[config.mk]
export PLATFORM = sky130hd
export DESIGN_NAME = dac_mode_fsm_flat
export DESIGN_NICKNAME = d
export VERILOG_FILES = /design/src/rtl/dac_mode_fsm_if.sv /design/src/rtl/dac_mode_fsm.sv /design/src/flat_wrapper.sv
export SDC_FILE = /design/constraint.sdc
export NUM_CORES = 1
export LEC_CHECK = 0
export BUFFER_PORTS_ARGS = -buffer_cell sky130_fd_sc_hd__buf_4
export CORE_AREA = 3 3 40 42
export CTS_CLUSTER_DIAMETER = 200
export DETAILED_ROUTE_END_ITERATION = 8
export DIE_AREA = 0 0 43 45
export GPL_TIMING_DRIVEN = 0
export PLACE_DENSITY = 0.67
export SLEW_MARGIN = 10
export SYNTH_ARGS = -nofsm -noshare
export SYNTH_HDL_FRONTEND = slang
export SYNTH_SLANG_ARGS = --single-unit
[constraint.sdc]
create_clock -name clk -period 3.5 [get_ports clk]
set_input_delay 0.35 -clock clk [delete_from_list [all_inputs] [get_ports clk]]
set_output_delay 0.35 -clock clk [all_outputs]
set_load 0.05 [all_outputs]
[src/rtl/dac_mode_fsm_if.sv]
// rtl/dac_mode_fsm_if.sv - key/tick inputs and control strobes of the alarm-clock mode controller
//
// Purpose: groups the debounced keys, the 1 Hz tick and the mode/strobe outputs.
// Ports (slave = controller side):
//   one_second, time_btn, alarm_btn, min_btn, hr_btn   : into the controller
//   show_time, show_alarm, editing                     : level outputs
//   inc_min, inc_hr, load_new_time, load_new_alarm     : one-cycle pulse outputs
interface dac_mode_fsm_if;
    logic one_second;
    logic time_btn;
    logic alarm_btn;
    logic min_btn;
    logic hr_btn;
    logic show_time;
    logic show_alarm;
    logic editing;
    logic inc_min;
    logic inc_hr;
    logic load_new_time;
    logic load_new_alarm;

    modport master (
        output one_second, time_btn, alarm_btn, min_btn, hr_btn,
        input  show_time, show_alarm, editing,
        input  inc_min, inc_hr, load_new_time, load_new_alarm
    );

    modport slave (
        input  one_second, time_btn, alarm_btn, min_btn, hr_btn,
        output show_time, show_alarm, editing,
        output inc_min, inc_hr, load_new_time, load_new_alarm
    );
endinterface

[src/rtl/dac_mode_fsm.sv]
// rtl/dac_mode_fsm.sv - display-mode sequencing, edit strobes and edit timeout for the alarm clock
//
// Purpose: turns key edges and the 1 Hz tick into show/edit levels and
// increment/commit pulses, abandoning an alarm view or edit after TIMEOUT_S
// idle seconds.
// Ports:
//   clk   : system clock
//   reset : synchronous, active-high
//   bus   : dac_mode_fsm_if.slave (keys, tick, levels, pulses)
module dac_mode_fsm #(
    parameter int TIMEOUT_S = 10
) (
    input  logic             clk,
    input  logic             reset,
    dac_mode_fsm_if.slave    bus
);

    localparam int CW = $clog2(TIMEOUT_S + 1);

    typedef enum logic [1:0] {
        SHOW_TIME  = 2'd0,
        SHOW_ALARM = 2'd1,
        SET_TIME   = 2'd2,
        SET_ALARM  = 2'd3
    } state_t;

    state_t      state;
    state_t      state_d;
    logic        time_q;
    logic        alarm_q;
    logic        min_q;
    logic        hr_q;
    logic [CW-1:0] cnt;
    logic [CW-1:0] cnt_d;

    logic inc_min_r, inc_min_d;
    logic inc_hr_r, inc_hr_d;
    logic load_time_r, load_time_d;
    logic load_alarm_r, load_alarm_d;
    logic accepted;

    logic time_e;
    logic alarm_e;
    logic min_e;
    logic hr_e;
    logic timeout_tick;

    assign time_e  = bus.time_btn  & ~time_q;
    assign alarm_e = bus.alarm_btn & ~alarm_q;
    assign min_e   = bus.min_btn   & ~min_q;
    assign hr_e    = bus.hr_btn    & ~hr_q;

    // Last idle second: the tick that would bring the count to TIMEOUT_S.
    assign timeout_tick = bus.one_second && (cnt == CW'(TIMEOUT_S - 1));

    always_ff @(posedge clk) begin
        if (reset) begin
            state        <= SHOW_TIME;
            time_q       <= 1'b0;
            alarm_q      <= 1'b0;
            min_q        <= 1'b0;
            hr_q         <= 1'b0;
            cnt          <= '0;
            inc_min_r    <= 1'b0;
            inc_hr_r     <= 1'b0;
            load_time_r  <= 1'b0;
            load_alarm_r <= 1'b0;
        end else begin
            state        <= state_d;
            time_q       <= bus.time_btn;
            alarm_q      <= bus.alarm_btn;
            min_q        <= bus.min_btn;
            hr_q         <= bus.hr_btn;
            cnt          <= cnt_d;
            inc_min_r    <= inc_min_d;
            inc_hr_r     <= inc_hr_d;
            load_time_r  <= load_time_d;
            load_alarm_r <= load_alarm_d;
        end
    end

    always_comb begin
        state_d      = state;
        inc_min_d    = 1'b0;
        inc_hr_d     = 1'b0;
        load_time_d  = 1'b0;
        load_alarm_d = 1'b0;
        accepted     = 1'b0;
        cnt_d        = cnt;

        // Each branch is an if/else chain so only the highest-priority edge acts.
        case (state)
            SHOW_TIME: begin
                // The time key has no meaning here, so it does not block others.
                if (alarm_e) begin
                    state_d  = SHOW_ALARM;
                    accepted = 1'b1;
                end else if (min_e || hr_e) begin
                    state_d  = SET_TIME;
                    accepted = 1'b1;
                end
            end
            SHOW_ALARM: begin
                if (time_e || alarm_e) begin
                    state_d  = SHOW_TIME;
                    accepted = 1'b1;
                end else if (min_e || hr_e) begin
                    state_d  = SET_ALARM;
                    accepted = 1'b1;
                end else if (timeout_tick) begin
                    state_d  = SHOW_TIME;
                end
            end
            default: begin
                // SET_TIME and SET_ALARM behave identically; the commit key
                // alone selects the load target.
                if (time_e) begin
                    load_time_d = 1'b1;
                    state_d     = SHOW_TIME;
                    accepted    = 1'b1;
                end else if (alarm_e) begin
                    load_alarm_d = 1'b1;
                    state_d      = SHOW_TIME;
                    accepted     = 1'b1;
                end else if (min_e) begin
                    inc_min_d = 1'b1;
                    accepted  = 1'b1;
                end else if (hr_e) begin
                    inc_hr_d = 1'b1;
                    accepted = 1'b1;
                end else if (timeout_tick) begin
                    state_d = SHOW_TIME;
                end
            end
        endcase

        if ((state_d != state) || accepted) begin
            cnt_d = '0;
        end else if (bus.one_second && (state != SHOW_TIME)) begin
            cnt_d = cnt + CW'(1);
        end
    end

    assign bus.show_time      = (state == SHOW_TIME);
    assign bus.show_alarm     = (state == SHOW_ALARM);
    assign bus.editing        = (state == SET_TIME) || (state == SET_ALARM);
    assign bus.inc_min        = inc_min_r;
    assign bus.inc_hr         = inc_hr_r;
    assign bus.load_new_time  = load_time_r;
    assign bus.load_new_alarm = load_alarm_r;

endmodule

[src/flat_wrapper.sv]
// flat-port wrapper written by rule: the top's interface ports become plain ports
module dac_mode_fsm_flat 
#(
    parameter int TIMEOUT_S = 10
)
  (clk, reset, bus_one_second, bus_time_btn, bus_alarm_btn, bus_min_btn, bus_hr_btn, bus_show_time, bus_show_alarm, bus_editing, bus_inc_min, bus_inc_hr, bus_load_new_time, bus_load_new_alarm);
  dac_mode_fsm_if bus_i ();
  input  logic clk;
  input  logic reset;
  input wire logic [$bits(bus_i.one_second)-1:0] bus_one_second;
  input wire logic [$bits(bus_i.time_btn)-1:0] bus_time_btn;
  input wire logic [$bits(bus_i.alarm_btn)-1:0] bus_alarm_btn;
  input wire logic [$bits(bus_i.min_btn)-1:0] bus_min_btn;
  input wire logic [$bits(bus_i.hr_btn)-1:0] bus_hr_btn;
  output wire logic [$bits(bus_i.show_time)-1:0] bus_show_time;
  output wire logic [$bits(bus_i.show_alarm)-1:0] bus_show_alarm;
  output wire logic [$bits(bus_i.editing)-1:0] bus_editing;
  output wire logic [$bits(bus_i.inc_min)-1:0] bus_inc_min;
  output wire logic [$bits(bus_i.inc_hr)-1:0] bus_inc_hr;
  output wire logic [$bits(bus_i.load_new_time)-1:0] bus_load_new_time;
  output wire logic [$bits(bus_i.load_new_alarm)-1:0] bus_load_new_alarm;
  assign bus_i.one_second = bus_one_second;
  assign bus_i.time_btn = bus_time_btn;
  assign bus_i.alarm_btn = bus_alarm_btn;
  assign bus_i.min_btn = bus_min_btn;
  assign bus_i.hr_btn = bus_hr_btn;
  assign bus_show_time = bus_i.show_time;
  assign bus_show_alarm = bus_i.show_alarm;
  assign bus_editing = bus_i.editing;
  assign bus_inc_min = bus_i.inc_min;
  assign bus_inc_hr = bus_i.inc_hr;
  assign bus_load_new_time = bus_i.load_new_time;
  assign bus_load_new_alarm = bus_i.load_new_alarm;
  dac_mode_fsm #(.TIMEOUT_S(TIMEOUT_S)) u_core (.clk(clk), .reset(reset), .bus(bus_i));
endmodule
==> results.tsv, run 1 <==
metric	value	unit
io_pins	14	
fin_crit_sh	0.439	
cap_violations	0	
ys_async_sr_fraction	0	
clockRootBuffer	clkbuf_4	
drt-total-wl	1030	um
grt_use_total	0.125	
fin_nets	87	
grt_first_pass_wirelength	1830	um
ff2ff_path_depth	5	
dr.first_iter.drc_count	3	
die_x	43	um
ys_warn_count	0	
avgRoutedWirePerCell	11.3	um
synth_most_common_cell	dfxtp_1	
syn_area	583	um2
netlist_instances	60	
synth_top_area_frac	0.481	
portBuffers	13	
register_area	280	um2
ys_top_cells_by_area	dfxtp_1 (48%), nor2b_1 (6.4%), ha_1 (4.3%)	
crit_required	3150	ps
vias	462	
seq_area_frac_synth	0.481	
start_kind	flip-flop	
start_util	0.454	
synth.avg_cell_area	9.72	um2
finalHoldViolCount	0	
chipHeight	45	um
yosys-top-cells-count	dfxtp_1 (14), nor2b_1 (6), nand2_1 (5), nand2b_1 (4), nor2_1 (4)	
worstPathMaxFanout	8	
htree_levels	1	
power_density	426	mW/mm2
cts.clk_slew.worst_paths	80	ps
drc	0	
antenna_found_initial	0	
multi_input_area	292	um2
die_area	0.00194	mm2
cts_setup_buffers	0	
rr_endpoint	u_core.cnt[3]	
ys_ff_latch	14	
finClkSkew	3.61	ps
fin_hold_ws	298	ps
max_slew_margin	0.767	
post-route-min-period	1540	ps
startpoint	u_core.state[1]	
grt_pass1_vias	426	
rows	13	
ctsResizeCount	0	
cts_tree	done	
peakVddDrop	186	uV
max_freq	650	MHz
core_area	0.00128	mm2
crit_path_end_kind	output port	
p_leak	0.290	nW
ys_types	27	
synthFlopType	dfxtp_1	
largest_reg_flops	4	
synthToLayoutAreaGrowth	23.8	%
drtAntennaViolNets	0	
endpoint	bus_show_alarm	
firstDrtPassIters	4	
ctsHoldBuffers	0	
status	complete, no violations	
r2r_start	u_core.cnt[0]	
drv_slew	0	
place_congestion	0.736	
fillers	121	
hold_class	input port to flip-flop	
synth-edff-count	0	
syn_nets	69	
top_regs	u_core.cnt (4), u_core.state (2)	
grt_max_degree	10	
cts_buffer_depth	2	
regMostFlops	u_core.cnt	
clkLatencyLatePin	270	ps
cts_buffers	3	
reg2reg_slack	2020	ps
layout-drive-gt1-share	0.289	
diodes	0	
finalSetupViolations	0	
avgViaCountPerCell	5.08	
rsz0062_at_grt	no	
grt.overflow.total	0	
tightest_slew	350	ps
dpl.hpwl	765	um
tns	0	ps
crit_type	flip-flop to output port	
arrival	1190	ps
cts.sinks	14	
synth_top_cell_by_area	dfxtp_1	
-- placed cells by master (no fill, tap or decap), types with 2 or more instances in the layout --
| cell type | n |
|---|---|
| clkbuf_4 | 3 |
| a21oi_1 | 2 |
| dfxtp_1 | 14 |
| nor2_1 | 4 |
| nor2b_1 | 6 |
| nand2b_1 | 4 |
| ha_1 | 2 |
| nand2_1 | 5 |
| buf_4 | 13 |
| inv_1 | 2 |
| o2111ai_1 | 2 |
| nor3b_1 | 2 |
-- worst min-delay path by stage --
| stage | from | to | slack (ps) | depth (start not counted) |
|---|---|---|---|---|
| 4_1_cts | bus_hr_btn | u_core.hr_q | 300 | 2 |
| 6_report | bus_hr_btn | u_core.hr_q | 300 | 2 |
| 2_1_floorplan | reset | u_core.state[0] | 420 | 1 |
| 3_3_place_gp | u_core.cnt[3] | u_core.cnt[3] | 500 | 2 |
| 5_1_grt | bus_hr_btn | u_core.hr_q | 320 | 2 |
| 3_5_place_dp | u_core.cnt[3] | u_core.cnt[3] | 510 | 2 |
-- routing by layer --
metal / track usage / vias up / wire length (um)
li1: - / 238 / -
met1: 0.176 / 211 / 530
met2: 0.186 / 11 / 427
met3: 0.0239 / 2 / 56
met4: 0.0542 / 0 / 10
met5: 0 / - / 0
-- area by class of cell --
type | count | area share
well taps | 15 | 0.0260
flip-flops and latches | 14 | 0.388
plain buffers | 1 | 0.00520
repair buffers | 13 | 0.135
inverters | 2 | 0.0104
clock buffers | 3 | 0.0312
multi-input cells | 43 | 0.404
-- power breakdown --
| part | total [mW] | switching, mW | internal (mW) |
|---|---|---|---|
| clock network | 0.0872 | 0.0474 | 0.0398 |
| logic | 0.0522 | 0.0322 | 0.0199 |
| registers | 0.168 | 0.00400 | 0.164 |
| total | 0.308 | 0.0837 | 0.224 |
-- worst max-delay path, stage by stage, from the launching register on --
cell and delay (ps):
dfxtp_1 480, and2b_2 250, buf_4 180
-- cells by family (layout without fill, tap and decap cells) --
family                     after synthesis  in the layout  synth area share
xor gates and xnor gates                 2              2            0.0300
and+or+nand+nor                         30             30             0.305
buffers and inverters                    3             19            0.0193
adders and majority gates                2              2            0.0429
DFF                                     14             14             0.481
AOI/OAI and AO/OA                        9              9             0.122
-- stage by stage --
stage	power, mW	instances	setup slack [ps]	instance area [um2]	utilization
floorplan	0.206	60	2040	583	-
global placement	0.224	88	2070	699	0.544
detailed placement	0.225	88	2010	699	0.544
CTS	0.311	91	1970	722	0.562
global route	0.321	91	1890	722	0.562
finish	0.308	91	1960	722	0.562
Power figures use the tool's default switching activity.
==> run 2, diff against run 1 <==
Settings changed: ABC_AREA set to 1, CORE_AREA 3 3 40 42 to not set, CORE_MARGIN set to 3, CORE_UTILIZATION set to 50, DIE_AREA 0 0 43 45 to not set, PLACE_DENSITY 0.67 to 0.74.
Clock period 3.5 ns to 1.5 ns, I/O delays scaled along.
==> results.tsv, run 2 <==
metric	value	unit
status	complete, no violations	
cts_buffers	3	
seq_area_frac_synth	0.431	
vias	549	
ys_async_sr_fraction	0	
grt.overflow.total	0	
dpl.hpwl	859	um
cap_violations	0	
core_area	0.00116	mm2
place_congestion	0.721	
post-route-min-period	1380	ps
layout-drive-gt1-share	0.288	
synth_most_common_cell	inv_1	
clockRootBuffer	clkbuf_4	
peakVddDrop	575	uV
finalSetupViolations	0	
dr.first_iter.drc_count	3	
ys_ff_latch	14	
ctsHoldBuffers	0	
diodes	0	
power_density	978	mW/mm2
max_slew_margin	0.776	
htree_levels	1	
timing.hold.worst_path_depth	3	
ys_top_cells_by_area	dfxtp_1 (43%), inv_1 (9.2%), nor2_1 (8.1%)	
avgRoutedWirePerCell	9.31	um
clkLatencyLatePin	280	ps
crit_path_end_kind	flip-flop	
cts_buffer_depth	2	
synth.avg_cell_area	7.31	um2
fin_nets	115	
finalHoldViolCount	0	
synth-edff-count	0	
max_freq	726	MHz
tightest_slew	337	ps
p_leak	0.385	nW
drtAntennaViolNets	0	
synthToLayoutAreaGrowth	20.6	%
drc	0	
top_regs	u_core.cnt (4), u_core.state (2)	
hold_class	input port to flip-flop	
synth_top_area_frac	0.431	
crit_type	flip-flop to flip-flop	
mostFrequentLayoutCells	inv_1 (16), nand2_1 (13), nor2_1 (13), dfxtp_1 (13), buf_4 (12)	
hold_start	bus_alarm_btn	
start_util	0.563	
final_common_cell	inv_1	
regMostFlops	u_core.cnt	
cts.sinks	14	
firstDrtPassIters	4	
hold-path-endpoint	u_core.alarm_q	
synth_top_cell_by_area	dfxtp_1	
die_area	0.00177	mm2
tns	0	ps
die_x	42.1	um
netlist_instances	89	
drt-total-wl	1100	um
grt_max_degree	9	
syn_nets	98	
cts_tree	done	
r2r_start	u_core.cnt[0]	
antenna_found_initial	0	
grt_pass1_vias	465	
fin_crit_sh	0.919	
crit_required	1670	ps
grt_use_total	0.135	
portBuffers	12	
cts.clk_slew.worst_paths	80	ps
worstPathMaxFanout	4	
drv_slew	0	
start_kind	flip-flop	
rr_endpoint	u_core.cnt[3]	
yosys-top-cells-count	inv_1 (16), dfxtp_1 (14), nor2_1 (14), nand2_1 (13), nand2_2 (5)	
rows	12	
fin_hold_ws	82.9	ps
reg2reg_slack	120	ps
largest_reg_flops	4	
grt_first_pass_wirelength	1840	um
rsz0062_at_grt	no	
ys_types	20	
synthFlopType	dfxtp_1	
ys_warn_count	0	
arrival	1550	ps
chipHeight	42.1	um
io_pins	14	
ff2ff_path_depth	9	
syn_area	651	um2
finClkSkew	2.46	ps
avgViaCountPerCell	4.65	
==> run 2: changes by cell type in the layout (fill, tap and decap cells not counted), sizes merged, moves of 2 or more <==
cell,previous run,this run
inv,2,20
nand2,5,19
nand2b,5,0
nand3,1,3
nor2,5,15
nor2b,6,0
o2111ai,2,0
o21ai,1,4
==> run 2: final cells by class <==
type / instances / area, um2
clock buffer: 3 / 22.5
multi-input combinational: 53 / 290
inverter: 20 / 75.1
tap: 14 / 17.5
sequential: 14 / 282
timing repair buffer: 12 / 90.1
fill: 106 / 372
buffer: 2 / 7.51
==> run 2: worst max-delay path, stage by stage, from the launching register on <==
cell      delay (ps)
dfxtp_1          400
ha_1             170
nand2_1           60
nor2_1           120
nand2_2           70
nand2_1           80
nor2_2            50
o21bai_2         190
nand2_2           90
nor2_1            50
==> run 2: logic make-up after synthesis <==
kind of cell,Yosys count,share of synthesized area
fa+ha+maj,2,0.0385
simple gates,42,0.308
buf+inv,22,0.127
xor+xnor,3,0.0404
compound gates,6,0.0558
flops,14,0.431
==> run 2: metal layers <==
layer / wire length, um / up-vias / GRT usage
li1: - / 295 / -
met1: 548 / 239 / 0.181
met2: 463 / 12 / 0.201
met3: 63 / 3 / 0.0300
met4: 23 / 0 / 0.0745
met5: 0 / - / 0
==> run 2: stage by stage <==
step	instance area [um2]	utilization	power, mW	setup WS (ps)	std cells
finish	785	0.679	0.767	122	118
global route	785	0.679	0.811	31.5	118
floorplan	651	-	0.524	47.3	89
detailed placement	758	0.656	0.568	138	115
global placement	758	0.656	0.565	171	115
CTS	781	0.675	0.775	116	118
==> run 2: worst max path at each step <==
stage | startpoint | endpoint | slack (ps) | cells after the start
finish | u_core.cnt[0] | u_core.cnt[3] | 120 | 9
global route | u_core.cnt[0] | u_core.cnt[0] | 30 | 9
detailed placement | u_core.cnt[1] | u_core.cnt[3] | 140 | 10
CTS | u_core.cnt[1] | u_core.cnt[3] | 120 | 10
floorplan | u_core.state[1] | u_core.cnt[3] | 50 | 7
global placement | u_core.cnt[0] | u_core.cnt[3] | 170 | 9
==> run 2: power breakdown <==
group	internal [mW]	switching [mW]	total, mW
Sequential	0.385	0.0111	0.396
Clock	0.0931	0.113	0.206
Combinational	0.0562	0.109	0.165
Total	0.534	0.234	0.767
==> run 2: repair_timing <==
action | CTS | global route
resized for setup | 0 | 2
buffers inserted | 0 | 0
endpoints found under the setup margin | 0 | 4
hold endpoints to repair | 0 | 0
